## config.mk

```make
export PLATFORM = sky130hd
export DESIGN_NAME = systolic_pe
export DESIGN_NICKNAME = d
export VERILOG_FILES = /design/src/rtl/pe_pkg.sv /design/src/rtl/sat_add.sv /design/src/rtl/systolic_pe.sv
export SDC_FILE = /design/constraint.sdc
export NUM_CORES = 1
export LEC_CHECK = 0
export ABC_CLOCK_PERIOD_IN_PS = 5240
export CAP_MARGIN = 10
export CORE_MARGIN = 5
export CORE_UTILIZATION = 48
export CTS_BUF_LIST = sky130_fd_sc_hd__clkbuf_8
export CTS_CLUSTER_SIZE = 10
export DETAILED_ROUTE_END_ITERATION = 6
export PLACE_DENSITY = 0.67
export REMOVE_ABC_BUFFERS = 1
export SLEW_MARGIN = 20
export SYNTH_ARGS = -nofsm -noshare
export SYNTH_HDL_FRONTEND = slang
export SYNTH_SLANG_ARGS = --single-unit
```

## constraint.sdc

```tcl
create_clock -name clk -period 5.24 [get_ports clk]
set_clock_uncertainty 0.15 [all_clocks]
set_input_delay 1.572 -clock clk [delete_from_list [all_inputs] [get_ports clk]]
set_output_delay 1.572 -clock clk [all_outputs]
set_load 0.01 [all_outputs]
```

## src/rtl/pe_pkg.sv

```systemverilog
// pe_pkg: shared types and default sizing for the systolic processing element.
//   pe_state_t  : PE control state (IDLE / ACCUM / HOLD)
//   *_DEF       : default DATA_W / ACC_W / K_LEN used by systolic_pe
package pe_pkg;

    localparam int DATA_W_DEF = 16;
    localparam int ACC_W_DEF  = 40;
    localparam int K_LEN_DEF  = 4;

    typedef enum logic [1:0] {
        IDLE  = 2'd0,   // count = 0, acc = 0
        ACCUM = 2'd1,   // partial sum live
        HOLD  = 2'd2    // completed result blocked by the consumer
    } pe_state_t;

endpackage

```

## src/rtl/sat_add.sv

```systemverilog
// sat_add: W-bit signed adder with signed-overflow detection.
//   a, b : signed addends
//   sum  : a + b, wrapped two's-complement, or clamped to the W-bit range
//          when SYSTOLIC_PE_SAT_EN is defined
//   ovf  : the true sum does not fit in W signed bits
// Macro: SYSTOLIC_PE_SAT_EN selects clamping instead of wrapping.
module sat_add #(
    parameter int W = 40
) (
    input  logic signed [W-1:0] a,
    input  logic signed [W-1:0] b,
    output logic signed [W-1:0] sum,
    output logic                ovf
);

    logic signed [W-1:0] raw;

    assign raw = a + b;
    // Overflow only possible when both addends share a sign and the result flips it.
    assign ovf = (a[W-1] == b[W-1]) && (raw[W-1] != a[W-1]);

`ifdef SYSTOLIC_PE_SAT_EN
    function automatic logic signed [W-1:0] sat_value(input logic neg);
        return neg ? {1'b1, {(W-1){1'b0}}} : {1'b0, {(W-1){1'b1}}};
    endfunction

    // On overflow the direction is given by the common sign of the addends.
    assign sum = ovf ? sat_value(a[W-1]) : raw;
`else
    assign sum = raw;
`endif

endmodule

```

## src/rtl/systolic_pe.sv

```systemverilog
// systolic_pe: output-stationary systolic PE. Multiplies a_in*b_in, sums
// K_LEN consecutive products and presents the dot product on c_out.
//   clk, reset          : rising-edge clock, asynchronous active-high reset
//   clear               : synchronous abort of the current partial sum
//   in_valid/in_ready   : operand handshake for a_in/b_in
//   a_out/b_out/ab_valid: registered operand forward to east/south neighbours
//   c_out/c_valid/c_ready: result handshake
//   overflow            : sticky signed accumulation overflow
// Pipeline: S1 registers the product (+valid/last), S2 accumulates.
// Macro: SYSTOLIC_PE_SAT_EN (in sat_add) clamps overflowing adds.
module systolic_pe
    import pe_pkg::*;
#(
    parameter int DATA_W = DATA_W_DEF,
    parameter int ACC_W  = ACC_W_DEF,
    parameter int K_LEN  = K_LEN_DEF
) (
    input  logic                     clk,
    input  logic                     reset,
    input  logic                     clear,
    input  logic                     in_valid,
    output logic                     in_ready,
    input  logic signed [DATA_W-1:0] a_in,
    input  logic signed [DATA_W-1:0] b_in,
    output logic signed [DATA_W-1:0] a_out,
    output logic signed [DATA_W-1:0] b_out,
    output logic                     ab_valid,
    output logic signed [ACC_W-1:0]  c_out,
    output logic                     c_valid,
    input  logic                     c_ready,
    output logic                     overflow
);

    localparam int CNT_W = (K_LEN > 1) ? $clog2(K_LEN) : 1;
    localparam logic [CNT_W-1:0] CNT_LAST = CNT_W'(K_LEN - 1);

    logic                       ready_en;
    logic [CNT_W-1:0]           count;
    logic [CNT_W-1:0]           count_nxt;
    logic signed [2*DATA_W-1:0] prod_full;
    logic signed [ACC_W-1:0]    prod_p1;
    logic                       vld_p1;
    logic                       last_p1;
    logic signed [ACC_W-1:0]    acc_p2;
    logic signed [ACC_W-1:0]    sum;
    logic                       add_ovf;
    logic                       accept;
    logic                       stall;
    logic                       absorb;
    logic                       is_last;
    pe_state_t                  state;
    pe_state_t                  state_nxt;

    // A last product cannot leave S1 while the previous result is still unconsumed.
    assign stall    = vld_p1 && last_p1 && c_valid && !c_ready;
    // ready_en keeps in_ready low during reset and rises on the first edge after it.
    assign in_ready = ready_en && !clear && !stall;
    assign accept   = in_valid && in_ready;
    assign is_last  = (count == CNT_LAST);
    assign absorb   = vld_p1 && !stall && !clear;

    assign prod_full = (2*DATA_W)'(a_in) * (2*DATA_W)'(b_in);

    always_comb begin
        count_nxt = count;
        if (clear) begin
            count_nxt = '0;
        end else if (accept) begin
            count_nxt = is_last ? '0 : count + CNT_W'(1);
        end
    end

    always_comb begin
        state_nxt = state;
        case (state)
            IDLE:    if (accept && (K_LEN > 1)) state_nxt = ACCUM;
            ACCUM:   if (absorb && last_p1 && (count_nxt == '0)) state_nxt = IDLE;
            HOLD:    if (!stall) state_nxt = (count_nxt != '0) ? ACCUM : IDLE;
            default: state_nxt = IDLE;
        endcase
        if (stall) state_nxt = HOLD;
        if (clear) state_nxt = IDLE;
    end

    sat_add #(.W(ACC_W)) u_sat_add (
        .a   (acc_p2),
        .b   (prod_p1),
        .sum (sum),
        .ovf (add_ovf)
    );

    // S1 product data: only meaningful while vld_p1 is set, so it needs no reset.
    always_ff @(posedge clk) begin
        if (accept) begin
            prod_p1 <= ACC_W'(prod_full);
        end
    end

    always_ff @(posedge clk or posedge reset) begin
        if (reset) begin
            ready_en <= 1'b0;
            count    <= '0;
            state    <= IDLE;
            vld_p1   <= 1'b0;
            last_p1  <= 1'b0;
            a_out    <= '0;
            b_out    <= '0;
            ab_valid <= 1'b0;
            acc_p2   <= '0;
            c_out    <= '0;
            c_valid  <= 1'b0;
            overflow <= 1'b0;
        end else begin
            ready_en <= 1'b1;
            count    <= count_nxt;
            state    <= state_nxt;

            // ---- S1: operand capture / neighbour forward ----
            ab_valid <= accept;
            if (accept) begin
                a_out   <= a_in;
                b_out   <= b_in;
                last_p1 <= is_last;
            end
            if (clear) begin
                vld_p1 <= 1'b0;
            end else if (!stall) begin
                vld_p1 <= accept;
            end

            // ---- S2: accumulate / complete ----
            if (clear) begin
                acc_p2   <= '0;
                overflow <= 1'b0;
            end else if (absorb) begin
                if (add_ovf) overflow <= 1'b1;
                if (last_p1) begin
                    c_out  <= sum;
                    acc_p2 <= '0;
                end else begin
                    acc_p2 <= sum;
                end
            end

            // A fresh result takes priority so a consume+load edge leaves no bubble.
            if (absorb && last_p1) begin
                c_valid <= 1'b1;
            end else if (c_ready) begin
                c_valid <= 1'b0;
            end
        end
    end

endmodule

```

== After elaboration in Yosys (flattened, before gate mapping) ==
Index checks and enable logic that the tools add are counted.
Word-level totals
  bits in registers: 152
  bits of input ports: 37
  output and inout bits: 76
  word-level logic and storage cells: 52
Cells by class
  add/subtract/negate cells: 2
  multipliers: 1
  equality and inequality tests: 4
  mux-type cells: 13
  bitwise operators: 1
  reductions and logical operators: 19
Operators by type and width (count)
  $mux W40: 3
  $add A40 B32 Y40: 1
  $mul A16 B16 Y32: 1
  $logic_and A1 B1 Y1: 10
  $reduce_bool A2 Y1: 4
  $mux W1: 7
  $mux W2: 3
  $logic_not A1 Y1: 3
  $reduce_and A3 Y1: 1
  $add A2 B1 Y2 const B: 1
  $eq A2 B2 Y1 const B: 1
  $ne A2 B2 Y1 const B: 1
  $reduce_and A2 Y1: 1
  $eq A1 B1 Y1: 1
  $ne A1 B1 Y1: 1
  $not A1 Y1: 1

== Longest topological paths before layout ==
Gate-level depths: netlist of run 1.
  depth in word-level cells: 8
  depth in mapped cells: 24
  mapped depth without buffers: 22

== Hierarchy ==
Synthesis of run 1 repeated with hierarchy kept, for this count alone.
Unflattened totals
  cells, all modules: 1785
  area total of the unflattened synthesis: 17387.9 um^2
By module, submodules not included
  systolic_pe: times used 1, cells each 1454, area an instance 15130.8 um^2, seq. area each 3963.8 um^2
  sat_add: times used 1, cells each 331, area an instance 2257.2 um^2, seq. area each 0.0 um^2

== Worst setup path after synthesis of run 1 ==
OpenSTA, ideal clock, no wires.
  path kind: in2reg
  from: input port a_in[15]
  to: register prod_p1[27], data pin
  library setup time: 0.258 ns
  data arrival time: 7.187 ns
  required time: 4.832 ns
  slack: -2.355 ns
  stages: 22
  buffers on the path: 2
  cell sequence: clkbuf_1 > clkbuf_1 > nand2_1 > inv_1 > fa_1 > fa_1 > fa_1 > fa_1 > fa_1 > inv_1 > fa_1 > inv_1 > ha_1 > and3_1 > nand2_1 > nor2_1 > a221oi_1 > o41ai_1 > a21oi_1 > o21ai_0 > a21oi_1 > xnor2_1
Between the ends
  word-level cells in the longest chain between the ends: 1
Ends and longest elaborated chain
  start: declaration: line systolic_pe.sv:23  | input logic signed [DATA_W-1:0] a_in,
  $mul A16 B16 Y32: line systolic_pe.sv:62  | assign prod_full = (2*DATA_W)'(a_in) * (2*DATA_W)'(b_in);
  net prod_full[27]: line systolic_pe.sv:40  | logic signed [2*DATA_W-1:0] prod_full;
  end signal: assignment: line systolic_pe.sv:95  | prod_p1 <= ACC_W'(prod_full);
  end: declaration: line systolic_pe.sv:41  | logic signed [ACC_W-1:0] prod_p1;
The timed path passes the listed nets, and every way through them passes these cells.
A chain may end at the register's enable or synchronous reset.

== Worst setup path in the final report of run 1 ==
  from: input port b_in[6]
  to: register prod_p1[31] (netlist name)
Between the ends
  word-level cells in the longest chain between the ends: 1
Ends and longest elaborated chain
  start: declaration: line systolic_pe.sv:24  | input logic signed [DATA_W-1:0] b_in,
  $mul A16 B16 Y32: line systolic_pe.sv:62
  net prod_full[31]: line systolic_pe.sv:40
The timed path passes the listed nets, and every way through them passes these cells.

==> flow_summary_export.csv, run 1 <==
group,metric,value,unit
setup_path,crit_arrival,6930,ps
setup_path,critPathSlowestCell,"fa_1",
sta,slew_headroom,44.1,%
yosys,yosys_most_used_dff,"dfrtp_1",
clock_tree,cts_root_buf,"clkbuf_8",
clock_tree,clock_path_buffers,2,
floorplanning,rows,69,
outcome,outcome,"complete, but fails checks",
floorplanning,ios,113,
worst_hold_path,hold_depth,2,
setup_path,path_class,"in -> reg",
sta,fin_ws,-1630,ps
setup_path,start_kind,"input pin",
sta,drv_slew,0,
setup_path,r2r.worst_path.cells,11,
grt,grt_max_degree,63,
setup_path,crit_family,"adder cells",
yosys,synth_xor_area_share,3.81,%
setup_path,ff2ff_setup_slack,1810,ps
sta,finalHoldViolCount,0,
worst_hold_path,min_from,"a_out[0]",
yosys,async_reset_ff_share,78.9,%
yosys,synth_compound_gate_area_share,9.26,%
placed_design,dp.cells,2435,
yosys,ys_warn_count,0,
setup_path,max_stage_delay,530,ps
setup_path,cp.buffers_inverters,7,
grt,grt_usage,22.5,%
clock_tree,cts_tree,"built",
drt,detail_route.wl_per_cell,17.3,um
outcome,violations,"setup timing",
clock_tree,cts_hold_buf,0,
flow_run,maxCapViolations,0,
yosys,yosysSeqAreaShare,23.1,%
yosys,synthMuxAreaShare,2.68,%
grt,grt_pass1_wl,71.5,mm
floorplanning,fp.dieW,199,um
grt,grt_pass1_vias,14100,
drt,via_count,13300,
setup_path,worstSetupEndpointType,"register",
clock_tree,clk_latency,470,ps
setup_path,crit_required,5300,ps
clock_tree,htreeDepth,4,
yosys,synthAdderAreaFrac,39.6,%
grt,grt_overflow_total,0,
drt,routed_wl,44.2,mm
worst_hold_path,min_to,"a_out[0]",
placed_design,place.gp.congestion,0.878,
finish,drive_gt1_share,27.2,%
setup_path,worst-path-max-fanout,5,
setup_path,cp_cell_sequence,"buf_12, buf_12, buf_4, and2_4, fa_1, inv_1, fa_1, fa_2, fa_1, inv_2, fa_1, inv_1, fa_1, inv_2, ha_4, a21oi_2, o21ai_1, a21o_1, a221oi_2, o41ai_4, a21oi_4, nand2_2, a31oi_4, xnor2_2",
sta,max_freq,146,MHz
setup_path,r2r_start,"prod_p1[0]",
worst_hold_path,hold_class,"reg -> reg",
yosys,avgSynthCellArea,9.86,sq um
yosys,synth_cells,1741,
placed_design,io_buffer_count,112,
clock_tree,cts.sinks,152,
setup_path,reg2reg_to,"c_out[32]",
drt,drt_pass1_iterations,6,
drt,via_per_inst,5.20,
yosys,synth-seq-cells,152,
sta,setup_viol,25,
floorplanning,core,0.0354,sq mm
finish,n_antenna_cell,0,
clock_tree,cts_buffers,17,
drt,drtIter0Drc,815,
yosys,synth_simple_gate_area_share,13.3,%
clock_tree,cts.clk_slew.worst_paths,90,ps
finish,final_cells,2551,
placed_design,hpwl,33.3,mm
floorplanning,dieArea,0.0396,sq mm
placed_design,post_dp_cell_area,0.0201,sq mm
setup_path,cpMostUsedCell,"fa_1",
sta,worstMarginPinSlew,838,ps
finish,nets,2499,
sta,rsz0062_at_grt,"yes",
finish,syn2layout_area_growth,30.0,%
grt,antenna_found_initial,0,
finish,stdcell_area,0.0223,sq mm
yosys,synth_top_family_by_area,"adder cells",
floorplanning,start_util,48.5,%
yosys,synthDistinctLibCells,61,
yosys,synth_edf_count,32,
yosys,syn-cell-area,0.0172,sq mm
sta,post-route-min-period,6870,ps
sta,post-route-period-util,131,%
drt,drc,0,
floorplanning,die_h,199,um
drt,antenna_left,0,
through the flow:
| stage | util, % | setup WS [ps] | hold WS, ps | setup TNS (ps) |
|---|---|---|---|---|
| 4_1_cts | 61.4 | -1620 | 338 | -29970 |
| 3_3_place_gp | 56.7 | -2630 | 311 | -54010 |
| 3_5_place_dp | 56.7 | -2740 | 313 | -55310 |
| 5_1_grt | 63.0 | -1750 | 351 | -32060 |
| 6_report | 63.0 | -1630 | 336 | -28950 |
| 2_1_floorplan | - | -1880 | 312 | -30790 |
synthesized netlist by cell type, drive strengths merged (9+ instances only):
| cell | count | area [sq um] |
|---|---|---|
| nor2 | 41 | 154 |
| dfrtp | 120 | 3000 |
| mux2 | 40 | 450 |
| clkbuf | 56 | 213 |
| o21ai | 32 | 160 |
| xnor2 | 49 | 429 |
| edfxtp | 32 | 961 |
| fa | 263 | 5270 |
| xor2 | 23 | 201 |
| inv | 318 | 1190 |
| nor3 | 9 | 45.0 |
| o211ai | 10 | 80.1 |
| ha | 122 | 1530 |
| o21bai | 15 | 113 |
| a22o | 39 | 342 |
| a21oi | 55 | 275 |
| nand2 | 263 | 990 |
| a211oi | 9 | 67.6 |
| a21o | 29 | 219 |
| and2 | 123 | 769 |
worst register-to-register path: cells and delay by family, from the launching register on:
kind | cells | cell delay (ps)
AO/OA/AOI/OAI | 6 | 1550
XOR/XNOR | 1 | 130
adder cells (fa/ha/maj) | 2 | 680
flip-flops | 1 | 380
multiplexers | 1 | 270
AND/OR/NAND/NOR | 1 | 160
layout make-up:
cell class	count	area (sq um)
Clock buffer	17	234
Clock inverter	15	151
Fill cell	2781	13100
Inverter	319	1200
Multi-Input combinational cell	1211	12600
Sequential cell	152	3960
Tap cell	461	577
Timing Repair Buffer	376	3550
placed cells by master, fill, tap and decap left out, types with 14 or more instances in the layout:
| master | instances |
|---|---|
| fa_1 | 234 |
| xor2_1 | 22 |
| o21ai_0 | 23 |
| a21o_1 | 28 |
| edfxtp_1 | 32 |
| mux2_2 | 40 |
| fa_2 | 29 |
| ha_1 | 100 |
| ha_4 | 20 |
| dfrtp_1 | 120 |
| buf_4 | 184 |
| inv_2 | 41 |
| clkbuf_8 | 17 |
| nor2_1 | 37 |
| a22o_1 | 39 |
| xnor2_1 | 41 |
| a21oi_1 | 40 |
| nand2_1 | 244 |
| and2_1 | 94 |
| inv_1 | 276 |
| clkdlybuf4s50_1 | 81 |
| and2_4 | 29 |
| buf_6 | 75 |
| nand2_2 | 14 |
kinds of logic after synthesis:
| group | Yosys count |
|---|---|
| adders and majority gates | 385 |
| xor gates and xnor gates | 73 |
| muxes | 41 |
| and+or+nand+nor | 485 |
| other | 1 |
| AOI/OAI and AO/OA | 226 |
| buffers and inverters | 378 |
| DFF | 152 |
routing by layer:
| layer | global-route usage [%] | vias to the layer above | wire, um |
|---|---|---|---|
| li1 | - | 6150 | - |
| met1 | 30.1 | 6665 | 19000 |
| met2 | 39.0 | 360 | 22000 |
| met3 | 2.53 | 81 | 2000 |
| met4 | 6.28 | 0 | 1180 |
| met5 | 0 | - | 0 |
what timing repair did:
item,4_1_cts,5_1_grt
setup buffers,58,33
gates resized for setup,328,143
pin swaps,138,128
cloned,9,0
endpoints found under the setup margin,26,25
flip-flops by register name (all words and copies together) (netlist names):
signal and cells:
a_out 16, ab_valid 1, acc_p2 40, b_out 16, c_out 40, c_valid 1, count 2, last_p1 1
overflow 1, prod_p1 32, ready_en 1, vld_p1 1
worst max-delay path by stage:
stage | end | cells past startpoint | start | slack [ps]
2_1_floorplan | prod_p1[27] | 20 | a_in[15] | -1880
3_3_place_gp | prod_p1[31] | 24 | a_in[7] | -2630
3_5_place_dp | prod_p1[31] | 23 | a_in[9] | -2740
6_report | prod_p1[31] | 24 | b_in[6] | -1630
5_1_grt | prod_p1[31] | 22 | a_in[6] | -1750
4_1_cts | prod_p1[31] | 23 | b_in[6] | -1620
Power of run 1 is left out: the tool's default activity adds up to more than one toggle a clock period on the data nets, which glitch-free logic cannot reach.
==> inputs of run 2 (changes only) <==
- CAP_MARGIN: 10 -> not set
- CORE_ASPECT_RATIO: not set -> 1.75
==> flow_summary_export.csv, run 2 (synthesis gave the netlist of run 1 again) <==
group,metric,value,unit
clock_tree,cts.clk_slew.worst_paths,100,ps
setup_path,worst-path-max-fanout,5,
setup_path,cp.buffers_inverters,6,
worst_hold_path,min_from,"b_out[3]",
sta,max_freq,147,MHz
finish,reg.largest.list,"acc_p2: 40 flops, c_out: 40 flops, prod_p1: 32 flops",
clock_tree,cts_buffers,17,
flow_run,maxCapViolations,0,
outcome,violations,"setup timing",
finish,syn2layout_area_growth,30.5,%
clock_tree,cts_tree,"built",
setup_path,crit_required,5350,ps
drt,antenna_left,0,
finish,utilization,63.4,%
placed_design,post_dp_cell_area,0.0202,sq mm
drt,drt_pass1_iterations,5,
grt,grt_usage,23.6,%
sta,worstMarginPinSlew,772,ps
finish,final_cell_mix,"inv_1 (280), nand2_1 (245), fa_1 (242), buf_4 (182), dfrtp_1 (120)",
worst_hold_path,hold_depth,2,
setup_path,max_stage_delay,550,ps
sta,drv_slew,0,
drt,detail_route.wl_per_cell,17.8,um
setup_path,r2r_start,"prod_p1[8]",
placed_design,hpwl,34.9,mm
placed_design,io_buffer_count,112,
finish,final_common_cell,"inv_1",
clock_tree,cts_hold_buf,0,
grt,use_met1,25.7,%
sta,fin_ws,-1540,ps
placed_design,place.gp.congestion,0.880,
grt,busiest_layer,"met2",
setup_path,crit_start,"a_in[5]",
floorplanning,rows,91,
sta,rsz0062_at_grt,"yes",
setup_path,cp_cell_sequence,"buf_6, buf_8, buf_6, and2_4, fa_1, inv_2, fa_2, fa_2, fa_1, inv_1, fa_1, fa_1, ha_4, a21o_1, a221oi_4, buf_12, o41ai_4, a21oi_2, nand2_1, a31oi_1, xnor2_1",
setup_path,start_kind,"input pin",
sta,finalSetupTns,-28810,ps
setup_path,r2r.worst_path.cells,10,
finish,nets,2501,
sta,setup_viol,24,
finish,drive_gt1_share,27.5,%
setup_path,critPathSlowestCell,"fa_1",
drt,via_per_inst,5.25,
setup_path,ff2ff_setup_slack,1590,ps
finish,stdcell_area,0.0224,sq mm
clock_tree,cts_root_buf,"clkbuf_8",
worst_hold_path,hold_class,"reg -> reg",
floorplanning,die_h,260,um
floorplanning,start_util,48.6,%
sta,slew_headroom,48.6,%
floorplanning,core,0.0353,sq mm
grt,grt_pass1_wl,75.0,mm
setup_path,worstSetupEndpointType,"register",
setup_path,crit_arrival,6900,ps
setup_path,cpMostUsedCell,"fa_1",
grt,antenna_found_initial,1,
drt,drc,0,
sta,post-route-min-period,6780,ps
sta,finalHoldViolCount,0,
floorplanning,dieArea,0.0398,sq mm
clock_tree,cts.sinks,152,
clock_tree,htreeDepth,4,
outcome,outcome,"complete, but fails checks",
sta,whs,335,ps
clock_tree,clock_path_buffers,2,
setup_path,crit_family,"adder cells",
clock_tree,clk_latency,500,ps
grt,grt_max_degree,63,
setup_path,path_class,"in -> reg",
worst_hold_path,min_to,"b_out[3]",
grt,use_met2,45.6,%
sta,post-route-period-util,129,%
grt,grtUsageMet3,2.55,%
drt,routed_wl,45.6,mm
floorplanning,ios,113,
drt,drtIter0Drc,613,
drt,via_count,13400,
grt,grt_overflow_total,0,
setup_path,reg2reg_to,"c_out[33]",
floorplanning,fp.dieW,153,um
grt,grt_pass1_vias,15000,
[run 2: changes by cell type in the layout (fill, tap and decap cells not counted), sizes merged]
cell / previous run / this run
buf: 288 / 287
bufbuf: 0 / 1
bufinv: 0 / 1
clkbuf: 22 / 25
clkdlybuf4s15: 1 / 2
clkinv: 2 / 3
clkinvlp: 3 / 2
diode: 0 / 1
dlygate4sd2: 1 / 0
inv: 329 / 327
[run 2: routing by layer]
layer  part of all wire (%)  vias to the layer above
li1                       -                     6158
met1                     36                     6769
met2                     56                      367
met3                    3.3                      136
met4                    5.0                        0
met5                      0                        -
[run 2: tightest hold or removal path, cell delays in order (launching register included)]
cell and delay (ps):
dfrtp_1 360, nand2_1 50, nand2_1 50
[run 2: worst max path at each step]
stage | to | slack [ps] | cells past startpoint
2_1_floorplan | prod_p1[27] | -1880 | 20
6_report | prod_p1[31] | -1540 | 21
3_3_place_gp | prod_p1[30] | -2640 | 22
3_5_place_dp | prod_p1[31] | -2720 | 22
4_1_cts | prod_p1[31] | -1570 | 23
5_1_grt | prod_p1[30] | -1710 | 23
[run 2: repair_timing]
action | 4_1_cts | 5_1_grt
setup buffers | 85 | 20
gates resized for setup | 351 | 121
setup endpoints to repair | 26 | 25
gates cloned | 4 | 1
pin swaps | 162 | 86
[run 2: cell type report]
type                    instances  area (sq um)
repair buffers                378          3580
multi-input cells            1211         12700
fillers                      2768         12900
diodes                          1          2.50
well taps                     465           582
flip-flops and latches        152          3960
inverters                     319          1210
clock buffers                  18           248
clock inverters                14           150
[run 2: through the flow]
| step | setup slack, ps | std cells |
|---|---|---|
| after floorplan | -1880 | 1682 |
| after global placement | -2640 | 2438 |
| after detailed placement | -2720 | 2438 |
| after CTS | -1570 | 2552 |
| after global routing | -1710 | 2558 |
| final | -1540 | 2558 |
Power of run 2 is left out for the same reason.
